**src/rtl/req_rr_arb_node.sv**
```systemverilog
// Round-robin arbiter node: N masters share one TCDM-style target port.
// Each accepted winner is tracked through a fixed-latency pipeline so its response is routed back.
module req_rr_arb_node #(
    parameter int N_MASTER   = 4,
    parameter int LOG_MASTER = $clog2(N_MASTER),
    parameter int ADDR_WIDTH = 32,
    parameter int DATA_WIDTH = 32,
    parameter int BE_WIDTH   = DATA_WIDTH / 8,
    parameter int RESP_LAT   = 1
) (
    input  logic                                 clk,
    input  logic                                 rst_n,
    input  logic [LOG_MASTER-1:0]                RR_FLAG_i,
    input  logic [N_MASTER-1:0]                  data_req_i,
    input  logic [N_MASTER-1:0][ADDR_WIDTH-1:0]  data_add_i,
    input  logic [N_MASTER-1:0]                  data_wen_i,
    input  logic [N_MASTER-1:0][DATA_WIDTH-1:0]  data_wdata_i,
    input  logic [N_MASTER-1:0][BE_WIDTH-1:0]    data_be_i,
    output logic [N_MASTER-1:0]                  data_gnt_o,
    output logic [N_MASTER-1:0]                  data_r_valid_o,
    output logic [DATA_WIDTH-1:0]                data_r_rdata_o,
    output logic                                 data_req_o,
    output logic [ADDR_WIDTH-1:0]                data_add_o,
    output logic                                 data_wen_o,
    output logic [DATA_WIDTH-1:0]                data_wdata_o,
    output logic [BE_WIDTH-1:0]                  data_be_o,
    input  logic                                 data_gnt_i,
    input  logic                                 data_r_valid_i,
    input  logic [DATA_WIDTH-1:0]                data_r_rdata_i,
    output logic                                 resp_err_o
);

    logic [LOG_MASTER-1:0]                startIdx;
    logic [LOG_MASTER-1:0]                candIdx;
    logic [LOG_MASTER-1:0]                winnerIdx;
    logic                                 winnerFound;
    logic                                 accept;

    logic [RESP_LAT-1:0]                  pipeValid_q, pipeValid_d;
    logic [RESP_LAT-1:0][LOG_MASTER-1:0]  pipeId_q, pipeId_d;
    logic                                 respErr_q, respErr_d;
    logic                                 tailValid;
    logic [LOG_MASTER-1:0]                tailId;

    // An out-of-range pointer (non-power-of-two N) restarts the search at master 0.
    always_comb begin
        startIdx    = (int'(RR_FLAG_i) >= N_MASTER) ? '0 : RR_FLAG_i;
        winnerIdx   = '0;
        winnerFound = 1'b0;
        candIdx     = '0;
        for (int k = 0; k < N_MASTER; k++) begin
            candIdx = LOG_MASTER'((int'(startIdx) + k) % N_MASTER);
            if (!winnerFound && data_req_i[candIdx]) begin
                winnerFound = 1'b1;
                winnerIdx   = candIdx;
            end
        end
    end

    always_comb begin
        data_req_o   = |data_req_i;
        data_add_o   = '0;
        data_wen_o   = 1'b0;
        data_wdata_o = '0;
        data_be_o    = '0;
        data_gnt_o   = '0;
        if (winnerFound) begin
            data_add_o            = data_add_i[winnerIdx];
            data_wen_o            = data_wen_i[winnerIdx];
            data_wdata_o          = data_wdata_i[winnerIdx];
            data_be_o             = data_be_i[winnerIdx];
            data_gnt_o[winnerIdx] = data_gnt_i;
        end
    end

    assign accept    = data_req_o & data_gnt_i;
    assign tailValid = pipeValid_q[RESP_LAT-1];
    assign tailId    = pipeId_q[RESP_LAT-1];

    // The response pipeline never stalls; every cycle pushes either an accept or a bubble.
    always_comb begin
        pipeValid_d    = '0;
        pipeId_d       = '0;
        pipeValid_d[0] = accept;
        pipeId_d[0]    = accept ? winnerIdx : '0;
        for (int s = 1; s < RESP_LAT; s++) begin
            pipeValid_d[s] = pipeValid_q[s-1];
            pipeId_d[s]    = pipeId_q[s-1];
        end
        respErr_d = respErr_q | (data_r_valid_i != tailValid);
    end

    always_ff @(posedge clk or negedge rst_n) begin
        if (!rst_n) begin
            pipeValid_q <= '0;
            pipeId_q    <= '0;
            respErr_q   <= 1'b0;
        end else begin
            pipeValid_q <= pipeValid_d;
            pipeId_q    <= pipeId_d;
            respErr_q   <= respErr_d;
        end
    end

    // An unexpected target response is flagged but never routed to a master.
    always_comb begin
        data_r_valid_o = '0;
        if (tailValid) begin
            data_r_valid_o[tailId] = 1'b1;
        end
    end

    assign data_r_rdata_o = data_r_rdata_i;
    assign resp_err_o     = respErr_q;

endmodule

```
**config.mk**
```make
export PLATFORM = sky130hd
export DESIGN_NAME = req_rr_arb_node
export DESIGN_NICKNAME = d
export VERILOG_FILES = /design/src/rtl/req_rr_arb_node.sv
export SDC_FILE = /design/constraint.sdc
export NUM_CORES = 1
export LEC_CHECK = 0
export CAP_MARGIN = 20
export CORE_AREA = 5 5 163 165
export CTS_CLUSTER_SIZE = 20
export DETAILED_ROUTE_END_ITERATION = 10
export DIE_AREA = 0 0 168 170
export DONT_BUFFER_PORTS = 1
export PLACE_DENSITY = 0.34
export SLEW_MARGIN = 30
export SYNTH_ARGS = -nofsm -noshare
export SYNTH_HDL_FRONTEND = slang
export SYNTH_SLANG_ARGS = --single-unit
```
**constraint.sdc**
```tcl
create_clock -name clk -period 5.2 [get_ports clk]
set_input_delay 1.04 -clock clk [delete_from_list [all_inputs] [get_ports clk]]
set_output_delay 1.04 -clock clk [all_outputs]
set_load 0.02 [all_outputs]
```
After elaboration in Yosys (flattened, before gate mapping):

Index checks and enable logic that the tools add are counted.

* word-level logic and storage cells: 62
* bits in latches: 0
* memory bits (writable): 0
* memories: 0
* memory bits (read-only): 0
* bits of input ports: 318
* bits in registers: 4

* multiplexer cells: 35
* shift operators: 0
* bitwise gates (word level): 3
* reduce and logical (&&, ||, !) cells: 9
* divide/modulo/power cells: 0
* equal/unequal tests: 1
* add/sub/neg operators: 3
* multiply operators: 0
* $lt $le $gt $ge: 8

Operator list (count)
* $bmux W32 S2: 2
* $mux W32: 4
* $lt A2 B3 Y1 const B: 6
* $mux W4: 4
* $mux W1: 12
* $bmux W1 S2: 5
* $mux W2: 5
* $bmux W4 S2: 1
* $logic_and A1 B1 Y1: 5
* $add A2 B2 Y2 const B: 2
* $and A4 B4 Y4: 1
* $demux W1 S2: 2
* $ge A2 B1 Y1 const B: 2
* $reduce_or A4 Y1: 1
* $logic_not A1 Y1: 3
* $add A2 B1 Y2 const B: 1
* $and A1 B1 Y1: 1
* $ne A1 B1 Y1: 1
* $or A1 B1 Y1: 1

Logic depth before layout (Yosys ltp):

Gate-level depths: netlist (run 1).

* word-level depth: 18
* mapped depth: 7
* gate-level depth less buffers: 4

Least setup slack after synthesis (run 1):

No wires, ideal clock.

* path type: in2out
* start point: input RR_FLAG_i[1]
* end point: output data_add_o[0]
* setup slack: 1.924 ns
* data arrival time: 2.236 ns
* buffers on the path: 2
* stages: 6
* cell sequence: buf_2 > inv_2 > a21oi_1 > o221ai_2 > clkbuf_1 > o2111ai_1

* longest elaborated chain between the ends: 15
* elaborated cells on any way between the ends: 28

RTL lines
* start, declared: line 13 `input logic [LOG_MASTER-1:0] RR_FLAG_i,`
* parallel branches: the longest is 14 deep, another holds $add A2 B1 Y2
* $mux W32 *: line 67 `if (winnerFound) begin`
* end, declared: line 23 `output logic [ADDR_WIDTH-1:0] data_add_o,`

Mark *: on every way between the ends. The select of a mux whose other input is x is not followed.

Worst setup path in the final report (run 1):

* start point: input data_req_i[1]
* end point: output data_add_o[5]

* longest elaborated chain between the ends: 15
* elaborated cells on any way between the ends: 25

RTL lines
* start, declared: line 14 `input logic [N_MASTER-1:0] data_req_i,`
* $bmux W1 S2: line 53 `if (!winnerFound && data_req_i[candIdx]) begin`
* $mux W1 (implied by the code): line 53
* $mux W1: line 53
* $logic_not A1 Y1: line 53
* $logic_and A1 B1 Y1: line 53
* $mux W1: line 53
* $logic_not A1 Y1: line 53
* $logic_and A1 B1 Y1: line 53
* $mux W1: line 53
* $logic_not A1 Y1: line 53
* $logic_and A1 B1 Y1: line 53
* $mux W2: line 53
* $bmux W32 S2: line 68 `data_add_o = data_add_i[winnerIdx];`
* $mux W32 (implied by the code): line 68
* $mux W32 *: line 67

Mark *: on every way between the ends. The rest lies on a longest branch, timed or not. The select of a mux whose other input is x is not followed.

==> results of run 1 <==
synthesized netlist by cell type (all sizes together) (4+ instances only):
| cell | instances | area, um^2 |
|---|---|---|
| nand2 | 71 | 267 |
| nand2b | 4 | 25.0 |
| buf | 65 | 450 |
| o2111ai | 69 | 604 |
| inv | 71 | 267 |
| nand3 | 70 | 350 |
| nor2 | 5 | 18.8 |
| a21oi | 5 | 25.0 |
| nand4 | 69 | 432 |
| clkbuf | 21 | 78.8 |
| dfrtp | 4 | 100 |
worst max-delay path: cells and delay by family:
kind | cells | cell delay, ns
AOI/OAI and AO/OA | 2 | 0.43
buffers and inverters | 1 | 0.68
and+or+nand+nor | 2 | 0.57
layer usage:
metal / vias to the layer above / share of wire / track usage
li1: 1565 / - / -
met3: 18 / 0.099 / 0.0242
met4: 0 / 0.014 / 0.0187
met1: 1652 / 0.34 / 0.0994
met2: 274 / 0.55 / 0.192
met5: - / 0 / 0
cell families (layout without fill, tap and decap cells):
logic type,count (synthesis),after routing,synth area share
AOI/OAI and AO/OA,81,81,0.253
xor gates and xnor gates,1,1,0.00314
buffers and inverters,157,80,0.286
DFF,4,4,0.0359
and+or+nand+nor,231,231,0.422
registers in the layout, indices dropped and copies added (netlist names):
register     count
pipeValid_q      1
resp_err_o       1
pipeId_q         2
power by group:
| group | switching, mW | leakage [nW] | total [mW] | internal [mW] |
|---|---|---|---|---|
| sequential | 0.00146 | 0.0467 | 0.0344 | 0.0329 |
| clock | 0.0212 | 0.0370 | 0.119 | 0.0982 |
| combinational | 0.227 | 0.905 | 0.302 | 0.0744 |
| total | 0.250 | 0.989 | 0.455 | 0.206 |
final timing paths:
kind,startpoint,endpoint,slack (ns)
max in group asynchronous,rst_n,pipeId_q[1]$_DFF_PN0_,4.62
max reg2reg,pipeValid_q$_DFF_PN0_,resp_err_o$_DFF_PN0_,4.45
max,data_req_i[1],data_add_o[5],1.37
min in group clk,pipeValid_q$_DFF_PN0_,resp_err_o$_DFF_PN0_,0.57
min,rst_n,pipeValid_q$_DFF_PN0_,0.51
min reg2reg,pipeValid_q$_DFF_PN0_,resp_err_o$_DFF_PN0_,0.57
layout make-up:
cell class                 count  area share
multi-input combinational    313       0.672
tap                          330       0.145
inverter                      71      0.0934
sequential                     4      0.0351
timing repair buffer           6      0.0289
clock buffer                   3      0.0263
placed cells by master, fill, tap and decap left out:
cell type and n:
sky130_fd_sc_hd__inv_1 70, sky130_fd_sc_hd__nand3_1 70, sky130_fd_sc_hd__nand2_1 70, sky130_fd_sc_hd__nand4_1 69, sky130_fd_sc_hd__o2111ai_1 69, sky130_fd_sc_hd__nor2_1 5
sky130_fd_sc_hd__a21oi_1 5, sky130_fd_sc_hd__nand2b_1 4, sky130_fd_sc_hd__dfrtp_1 4, sky130_fd_sc_hd__clkbuf_16 3, sky130_fd_sc_hd__buf_4 3, sky130_fd_sc_hd__buf_12 3
sky130_fd_sc_hd__nor3b_1 2, sky130_fd_sc_hd__and2_1 2, sky130_fd_sc_hd__and3_1 2, sky130_fd_sc_hd__inv_2 1, sky130_fd_sc_hd__o221ai_4 1, sky130_fd_sc_hd__nor2b_2 1
sky130_fd_sc_hd__o21ai_4 1, sky130_fd_sc_hd__nand2_2 1, sky130_fd_sc_hd__or2_1 1, sky130_fd_sc_hd__or3_1 1, sky130_fd_sc_hd__o311ai_4 1, sky130_fd_sc_hd__a211oi_1 1
sky130_fd_sc_hd__nor2b_1 1, sky130_fd_sc_hd__o31a_2 1, sky130_fd_sc_hd__and3b_1 1, sky130_fd_sc_hd__or4_1 1, sky130_fd_sc_hd__a2111oi_0 1, sky130_fd_sc_hd__o21ai_0 1
sky130_fd_sc_hd__xnor2_1 1
metrics by stage:
stage                     hold WS (ns)  instance area, um^2  power (mW)   util
after CTS                        0.508                 2850       0.462  0.115
after floorplan                  0.531                 2790       0.345      -
after detailed placement         0.560                 2780       0.339  0.112
final                            0.513                 2850       0.455  0.115
after global placement           0.554                 2780       0.339  0.112
after global routing             0.504                 2850       0.489  0.115
==> run summary, run 1 <==
The final critical-path required period came out at roughly 3.8 ns. The wire length reported by the detailed router is approximately 15 mm. The number of antenna violations at the first check in global routing came to 0.

The worst setup path is of the input port to output port kind. The register bit total from synthesis is 4. The class of the tightest hold or removal check is input port to async pin. The number of vias per cell is between 4 and 5. The share of post-route cells with drive strength above 1 came out at 0.0403.

In the finished design, the share of the clock period the worst path needs comes to 0.737. The clock latency on the worst-skew pair came out at 0.22 ns. The congestion estimate from routability-driven global placement came to between 0.7 and 0.8. The non-filler instance count after layout is ~730.

The final clock skew came out at about 0.000014 ns. For this design the top-level I/O count stands at ~430. The placement row count is slightly below 60. The remaining antenna violation count came out at 0. The multi-input gate area in the final layout came out at around 1900 um^2. The critical path goes through or3_1 -> o311ai_4 -> buf_4 -> nand3_1 -> o2111ai_1. The fill cell instance count of the final layout is just under 3000. In the synthesized netlist the dominant register cell turns out to be sky130_fd_sc_hd__dfrtp_1. The placeable core region is 24900 um^2. Summed over all layers, the global routing overflow is 0. The required time of the critical path is 4.16 ns. Power spread over the standard cell area amounts to 160 nW/um^2.

After routing, the total negative slack on setup checks comes to 0 ns. The final layout contains slightly above 700 nets. The placed instance count came out at 724. The number of gates resized after CTS was 0.

The number of design-rule violations left by the first detailed-router iteration came out at between 150 and 200. The post-CTS setup-driven buffer insertion count came out at 0. TritonCTS built the clock tree. The cell area after technology mapping came out at ~2800 um^2. The port buffer count is 0. The sum of net half-perimeters after detailed placement is 12.1 mm. The worst endpoint data arrival time is roughly 2.8 ns.

Derived from the worst setup path, the maximum achievable clock frequency is around 260 MHz. The worst setup path is launched from an input port. The count of H-tree levels built during CTS came out at 1. The relative slew slack came out at 0.419. The peak supply drop is between 0.00007 and 0.00008 V. The footprint of the flip-flops and latches is around 100 um^2.

Across all layers, the routed design uses between 3000 and 4000 vias. The die width came out at ~170 um. The share of the yosys chip area belonging to registers is 0.0359. The count of flip-flops with a built-in enable after synthesis came out at 0. After clock tree synthesis, the flow added hold-fix buffers numbering 0. The number of slew-limit violations in the final report came out at 0. The largest buffer count on any clock path is 2.

The y dimension of the die is about 170 um. Setup repair after global routing left no endpoint under its margin. The number of diodes is 0. The hold violation total from the final report is 0. At the placement stage, the worst setup path has a slack of 1.38 ns. The instance count of the mapped netlist is approximately 470. The maximum number of pins on one net before global-route repair is 78. The area growth from synthesis to final layout came out at 2.42%. The post-route worst setup slack came out at roughly 1.4 ns. The global-route usage over all layers is 0.0954. In this run the static leakage power is slightly below 1 nW.

The max-capacitance violation count is 0. The run finished with clean final reports. The root buffer cell chosen for the clock tree is sky130_fd_sc_hd__clkbuf_16. The floorplan step defined a die boundary enclosing approximately 29000 um^2.

The initial core utilization came out at 0.112. The clock slew seen by the registers of the worst setup and hold paths is about 0.030 ns. The slew at the pin with the worst max-slew slack came out at 0.871 ns. The number of clock buffers inserted by TritonCTS is 3. The count of endpoints failing setup in the final report came out at 0. The sink count of the clock tree came out at 4. The synthesized net count came out at slightly below 800.

The worst stage delay on the critical path is around 0.7 ns. The distinct cell type count of the synthesized netlist is 32. The iteration count of the initial detailed-routing pass came out at 5. In this run the worst path has a maximum fanout of 77.

After synthesis, the share of flip-flops with an asynchronous set or reset is 1.00. The average detailed-routed wire length per instance is 20.9 um. In the routed design, unresolved DRC markers number 0. Counting cells, the worst reg-to-reg path comes to 2.

The first global-routing pass estimated 21.9 mm of wire. The mean instance size in the synthesized netlist is a little under 6 um^2. The slowest stage of the critical path is the sky130_fd_sc_hd__buf_4 cell. The synthesis warning total came out at 0.

STA classifies the critical path endpoint as an output port. The number of global-route vias before repair came to around 3600.
Power figures use the tool's default switching activity.
==> run 2, diff against run 1 <==
==> constraint.sdc (replaced) <==
create_clock -name clk -period 3.9 [get_ports clk]
set_input_delay 0.78 -clock clk [delete_from_list [all_inputs] [get_ports clk]]
set_output_delay 0.78 -clock clk [all_outputs]
set_load 0.02 [all_outputs]
==> run summary, run 2 (synthesis gave the netlist of run 1 again) <==
The flow ran to the end, and the final reports show no timing, DRC or antenna violations. The peak supply drop is 0.0000768 V (-1.3%). The sort of element at the end of the critical path is an output port. The placer's final routability congestion estimate is 0.735 (+3.1%).

The placeable core region was 24900 um^2 (unchanged). The maximum number of pins on one net before global-route repair came out at 78 (unchanged). Counting flops per register, the top entry is pipeId_q. The total die area came to 28600 um^2 (unchanged). The number of diodes is 0 (unchanged). The overall via count from detail_route came out at 3497 (-0.34%).

The fill cell instance count of the final layout came out at 2888 (-0.035%). The overall overflow remaining after global route is 0 (unchanged). The share of post-route cells with drive strength above 1 is 0.0427 (+0.00241). The max-capacitance violation count came out at 0 (unchanged).

The total design power came to 611 uW (+34%). The number of clock buffers inserted by TritonCTS came out at 3 (unchanged). The number of slew-limit violations in the final report was 0 (unchanged).

The sink count of the clock tree is 4 (unchanged). The internal power of the cells came out at 273 uW (+33%). The worst endpoint data arrival time was 2.32 ns (-0.47 ns). The final design area excluding fillers is 2850 um^2 (-0.18%). The post-CTS setup-driven buffer insertion count is 0 (unchanged). The multi-input gate area in the final layout is 1920 um^2 (unchanged). The cell sitting at the root of the clock tree is a sky130_fd_sc_hd__clkbuf_16.

The clock latency on the worst-skew pair is 0.22 ns (about the same). The clock slew seen by the registers of the worst setup and hold paths came out at 0.03 ns (about the same). The largest buffer count on any clock path was 2 (unchanged). The required time of the critical path is 3.12 ns (-1.04 ns). The placement row count came out at 58 (unchanged).

The sum of net half-perimeters after detailed placement came out at 11.5 mm (-5.0%). The number of global-route vias before repair is 3510 (-2.0%). The remaining antenna violation count came out at 0 (unchanged). The area of placed instances came out at 2770 um^2 (-0.18%). The share of the cycle needed by the critical path after routing came out at 0.796. The number of design-rule violations left by the first detailed-router iteration came out at 135 (-29%). The initial core utilization came out at 0.112 (unchanged). The worst reg-to-reg setup slack came to 3.16 ns (-1.29 ns). The count of H-tree levels built during CTS came to 1 (unchanged).

The final-stage net count came out at 718 (+0.14%). The worst setup path is launched from an input port. The relative contribution of the clock network to total power is 0.258 (-0.004). The reported net switching power is 338 uW (+35%). The global-route usage over all layers is 0.0935 (-0.00189). The global-route wire length before repair is 21.4 mm (-2.6%). The setup total negative slack is 0 ns (unchanged). The number of vias per cell came out at 4.80 (-0.48%). The number of DRC violations after detailed routing came out at 0 (unchanged). The die width came to 168 um (unchanged). The hold violation total from the final report is 0 (unchanged). The fraction of power consumed by sequential logic came out at 0.075 (about the same).

The iteration count of the initial detailed-routing pass is 6 (+1). The relative slew slack is 0.431 (+0.0115). The average detailed-routed wire length per instance came to 20.7 um (-1.4%).

The number of ports placed on the die boundary came out at 429 (unchanged). The portion of total power attributed to combinational logic came out at 0.667 (+0.005). TritonCTS built the clock tree. The final critical-path required period came out at slightly above 3 ns. From synthesis to final layout, the design area changed by 2.25%. Static timing analysis puts the maximum clock frequency at ~320 MHz. The wire length reported by the detailed router came out at 15.0 mm (-1.2%).

The category of the most critical setup path is input port to output port. The y dimension of the die came out at 170 um (unchanged). The number of antenna violations at the first check in global routing is 0 (unchanged). The final clock skew was 0.00184 ns (+0.00183 ns). The top cell types in the final layout, fill and taps aside, are 70 x sky130_fd_sc_hd__inv_1, 70 x sky130_fd_sc_hd__nand3_1, 70 x sky130_fd_sc_hd__nand2_1, 69 x sky130_fd_sc_hd__nand4_1, 69 x sky130_fd_sc_hd__o2111ai_1. Setup repair after global routing left no endpoint under its margin. The port buffer count is 0 (unchanged). The fraction of power spent switching nets came out at 0.553 (+0.00401). The hold-fix buffer count after cts came to 0 (unchanged). The footprint of the flip-flops and latches was 100 um^2 (unchanged).

The count of endpoints failing setup in the final report came out at 0 (unchanged). The peak fanout along the critical path came out at 70 (-9.1%). The total leakage power was 0.988 nW (about the same). The slew at the pin with the worst max-slew slack is 0.854 ns (-0.0172 ns). The post-cts sizing count came out at 0 (unchanged).

The worst hold path belongs to the class input port to async pin. The flip-flop count of the largest register after layout came out at 2 (unchanged). The worst hold slack came to 0.254 ns (-0.258 ns). The ratio of total power to cell area came out at 214 nW/um^2 (+34%).
-- run 2: cell types whose count changed in the layout (fill, tap and decap cells not counted) --
cell and delta:
sky130_fd_sc_hd__buf_12 -1, sky130_fd_sc_hd__buf_4 +2
-- run 2: through the flow --
step	util	setup WS (ns)	cells
finish	0.114	0.795	728
global route	0.114	0.706	728
CTS	0.114	0.737	728
detailed placement	0.111	0.738	725
global placement	0.111	0.734	725
floorplan	-	1.14	474
-- run 2: cell type report --
type | instances | area share
Sequential cell | 4 | 0.0351
Tap cell | 330 | 0.145
Multi-Input combinational cell | 313 | 0.673
Clock buffer | 3 | 0.0264
Timing Repair Buffer | 7 | 0.0272
Inverter | 71 | 0.0935
-- run 2: final timing paths --
path | endpoint | startpoint | cells past startpoint
max in group asynchronous | pipeId_q[0]$_DFF_PN0_ | rst_n | 0
min in group clk | resp_err_o$_DFF_PN0_ | pipeValid_q$_DFF_PN0_ | 2
worst min register to register | resp_err_o$_DFF_PN0_ | pipeValid_q$_DFF_PN0_ | 2
worst max register to register | resp_err_o$_DFF_PN0_ | resp_err_o$_DFF_PN0_ | 1
worst max-delay path | data_wdata_o[11] | RR_FLAG_i[1] | 5
worst min-delay path | resp_err_o$_DFF_PN0_ | rst_n | 0
-- run 2: critical path, stage by stage --
cell and delay, ns:
sky130_fd_sc_hd__inv_2 0.03, sky130_fd_sc_hd__a21oi_1 0.23, sky130_fd_sc_hd__o221ai_4 0.14, sky130_fd_sc_hd__buf_4 0.38, sky130_fd_sc_hd__o2111ai_1 0.75
-- run 2: power groups by stage --
| stage | Combinational, mW | Sequential, mW | Clock [mW] |
|---|---|---|---|
| final | 0.407 | 0.0459 | 0.157 |
| after CTS | 0.409 | 0.0459 | 0.160 |
| after detailed placement | 0.409 | 0.0464 | 0 |
| after global routing | 0.440 | 0.0462 | 0.165 |
| after global placement | 0.411 | 0.0463 | 0 |
| after floorplan | 0.415 | 0.0459 | 0 |
-- run 2: per-layer routing --
metal / up-vias / share of wire / GRT usage
li1: 1569 / - / -
met1: 1666 / 0.35 / 0.0959
met2: 250 / 0.55 / 0.192
met3: 12 / 0.094 / 0.0221
met4: 0 / 0.011 / 0.0162
met5: - / 0 / 0
==> run 3, diff against run 2 <==
==> constraint.sdc (replaced) <==
create_clock -name clk -period 2.8 [get_ports clk]
set_input_delay 0.56 -clock clk [delete_from_list [all_inputs] [get_ports clk]]
set_output_delay 0.56 -clock clk [all_outputs]
set_load 0.02 [all_outputs]
==> run summary, run 3 (synthesis gave the netlist of run 1 again) <==
The clock latency on the worst-skew pair is 0.23 ns (about the same). The worst hold slack came out at 0.0262 ns (-0.228 ns). The total leakage power came to 1.04 nW (+5.2%). The number of slew-limit violations in the final report came out at 0 (unchanged). The area growth from synthesis to final layout came out at 5.97%. The peak fanout along the critical path came out at 35 (-50%). The root buffer cell chosen for the clock tree is sky130_fd_sc_hd__clkbuf_16. The sum of net half-perimeters after detailed placement is 11.8 mm (+2.6%).

The slew at the pin with the worst max-slew slack is 0.724 ns (-0.130 ns). The required time of the critical path is 2.24 ns (-0.88 ns). The footprint of the flip-flops and latches is 100 um^2 (unchanged). The number of design-rule violations left by the first detailed-router iteration is 164 (+21%). The number of global-route vias before repair came out at 3575 (+1.9%). The post-cts sizing count is 0 (unchanged).

The relative slew slack was 0.516 (+0.0858). Dividing the final minimum period by the clock period gives 0.895. The post-place setup slack is 0.0146 ns (-0.723 ns). The port buffer count came out at 0 (unchanged). The setup total negative slack is 0 ns (unchanged). The initial core utilization is 0.112 (unchanged). The remaining antenna violation count came to 0 (unchanged).

The highest achievable clock rate is roughly 400 MHz. The post-CTS setup-driven buffer insertion count came out at 0 (unchanged). The flow ran to the end, and the final reports show no timing, DRC or antenna violations.

The flip-flop count of the largest register after layout was 2 (unchanged). The placement row count is 58 (unchanged). The hold-fix buffer count after cts came to 0 (unchanged). The y dimension of the die is 170 um (unchanged). The clock tree from TritonCTS is built. The worst setup path is of the input port to output port kind. The worst reg-to-reg setup slack came to 2.06 ns (-1.10 ns). After layout, the minimum clock period comes to approximately 2.5 ns. The iteration count of the initial detailed-routing pass came out at 5 (-1). The final-stage net count is 724 (+0.84%). The multi-input gate area in the final layout came out at 1920 um^2 (unchanged). The overall via count from detail_route came out at 3584 (+2.5%). The clock slew seen by the registers of the worst setup and hold paths is 0.03 ns (about the same). The worst setup path is captured at an output port.

The count of endpoints failing setup in the final report came out at 0 (unchanged). The die width was 168 um (unchanged). The fill cell instance count of the final layout was 2919 (+1.1%). The total die area was 28600 um^2 (unchanged).

The min-delay analysis places its worst path in the category input port to async pin. The number of vias per cell is 4.87 (+1.4%). The worst endpoint data arrival time was 1.94 ns (-0.38 ns). The sink count of the clock tree came to 4 (unchanged). The count of H-tree levels built during CTS came out at 1 (unchanged). The global-route wire length before repair was 21.3 mm (-0.16%). The post-route worst setup slack was 0.295 ns (-0.500 ns). The number of antenna violations at the first check in global routing is 1 (+1). The overall overflow remaining after global route is 0 (unchanged).

The share of post-route cells with drive strength above 1 is 0.0569 (+0.0142). In the layout the commonest cells are 70 x sky130_fd_sc_hd__inv_1, 70 x sky130_fd_sc_hd__nand3_1, 70 x sky130_fd_sc_hd__nand2_1, 69 x sky130_fd_sc_hd__nand4_1, 69 x sky130_fd_sc_hd__o2111ai_1. The wire length reported by the detailed router came out at 15.2 mm (+1.1%).

The placer's final routability congestion estimate is 0.769 (+4.7%). The total design power is 884 uW (+45%). The hold violation total from the final report is 0 (unchanged).

The number of DRC violations after detailed routing is 0 (unchanged). The average detailed-routed wire length per instance is 20.7 um (about the same). The ratio of total power to cell area came out at 299 nW/um^2 (+40%).

The number of clock buffers inserted by TritonCTS was 3 (unchanged). The type of origin of the critical path is an input port. The placeable core region came out at 24900 um^2 (unchanged). The peak supply drop came out at 0.000134 V (+74%). The number of ports placed on the die boundary is 429 (unchanged). Setup repair after global routing left no endpoint under its margin. Counting flops per register, the top entry is pipeId_q. The maximum number of pins on one net before global-route repair came to 78 (unchanged).

The max-capacitance violation count came out at 0 (unchanged). The global-route usage over all layers is 0.0933 (-0.000194). The largest buffer count on any clock path came out at 2 (unchanged).

The final clock skew is 0.00293 ns (+0.00109 ns).
-- run 3: cell types whose count changed in the layout (fill, tap and decap cells not counted), sizes merged --
cell	delta
buf	+6
diode	+2
-- run 3: area by class of cell --
class                           instances  area share
Antenna cell                            2     0.00169
Clock buffer                            3      0.0254
Inverter                               71      0.0903
Multi-Input combinational cell        313       0.649
Sequential cell                         4      0.0339
Tap cell                              330       0.140
Timing Repair Buffer                   13      0.0597
-- run 3: where the power goes --
| group | switching, mW | internal, mW |
|---|---|---|
| logic | 0.433 | 0.160 |
| clock network | 0.0450 | 0.183 |
| registers | 0.00259 | 0.0612 |
| total | 0.480 | 0.404 |
-- run 3: through the flow --
stage | util | cell area (um^2) | instances
floorplan | - | 2790 | 474
global placement | 0.115 | 2860 | 730
detailed placement | 0.115 | 2860 | 730
CTS | 0.118 | 2940 | 733
global route | 0.119 | 2950 | 736
finish | 0.119 | 2950 | 736
-- run 3: worst paths after layout --
| check | from | to | cells after the start |
|---|---|---|---|
| max in group asynchronous | rst_n | pipeId_q[1]$_DFF_PN0_ | 0 |
| worst min-delay path | rst_n | pipeId_q[0]$_DFF_PN0_ | 0 |
| worst min register to register | pipeValid_q$_DFF_PN0_ | resp_err_o$_DFF_PN0_ | 2 |
| worst max register to register | resp_err_o$_DFF_PN0_ | resp_err_o$_DFF_PN0_ | 1 |
| min in group clk | data_req_i[2] | pipeId_q[0]$_DFF_PN0_ | 1 |
| worst max-delay path | data_req_i[2] | data_be_o[0] | 5 |
-- run 3: worst max-delay path: stages --
cell and delay [ns]:
sky130_fd_sc_hd__nor2b_2 0.15, sky130_fd_sc_hd__o311ai_4 0.54, sky130_fd_sc_hd__buf_12 0.29, sky130_fd_sc_hd__nand3_1 0.12, sky130_fd_sc_hd__o2111ai_1 0.26
-- run 3: layer usage --
| layer | wire (um) | GRT usage |
|---|---|---|
| met5 | 0 | 0 |
| met1 | 4870 | 0.0943 |
| met4 | 353 | 0.0289 |
| met3 | 1760 | 0.0237 |
| met2 | 8220 | 0.186 |
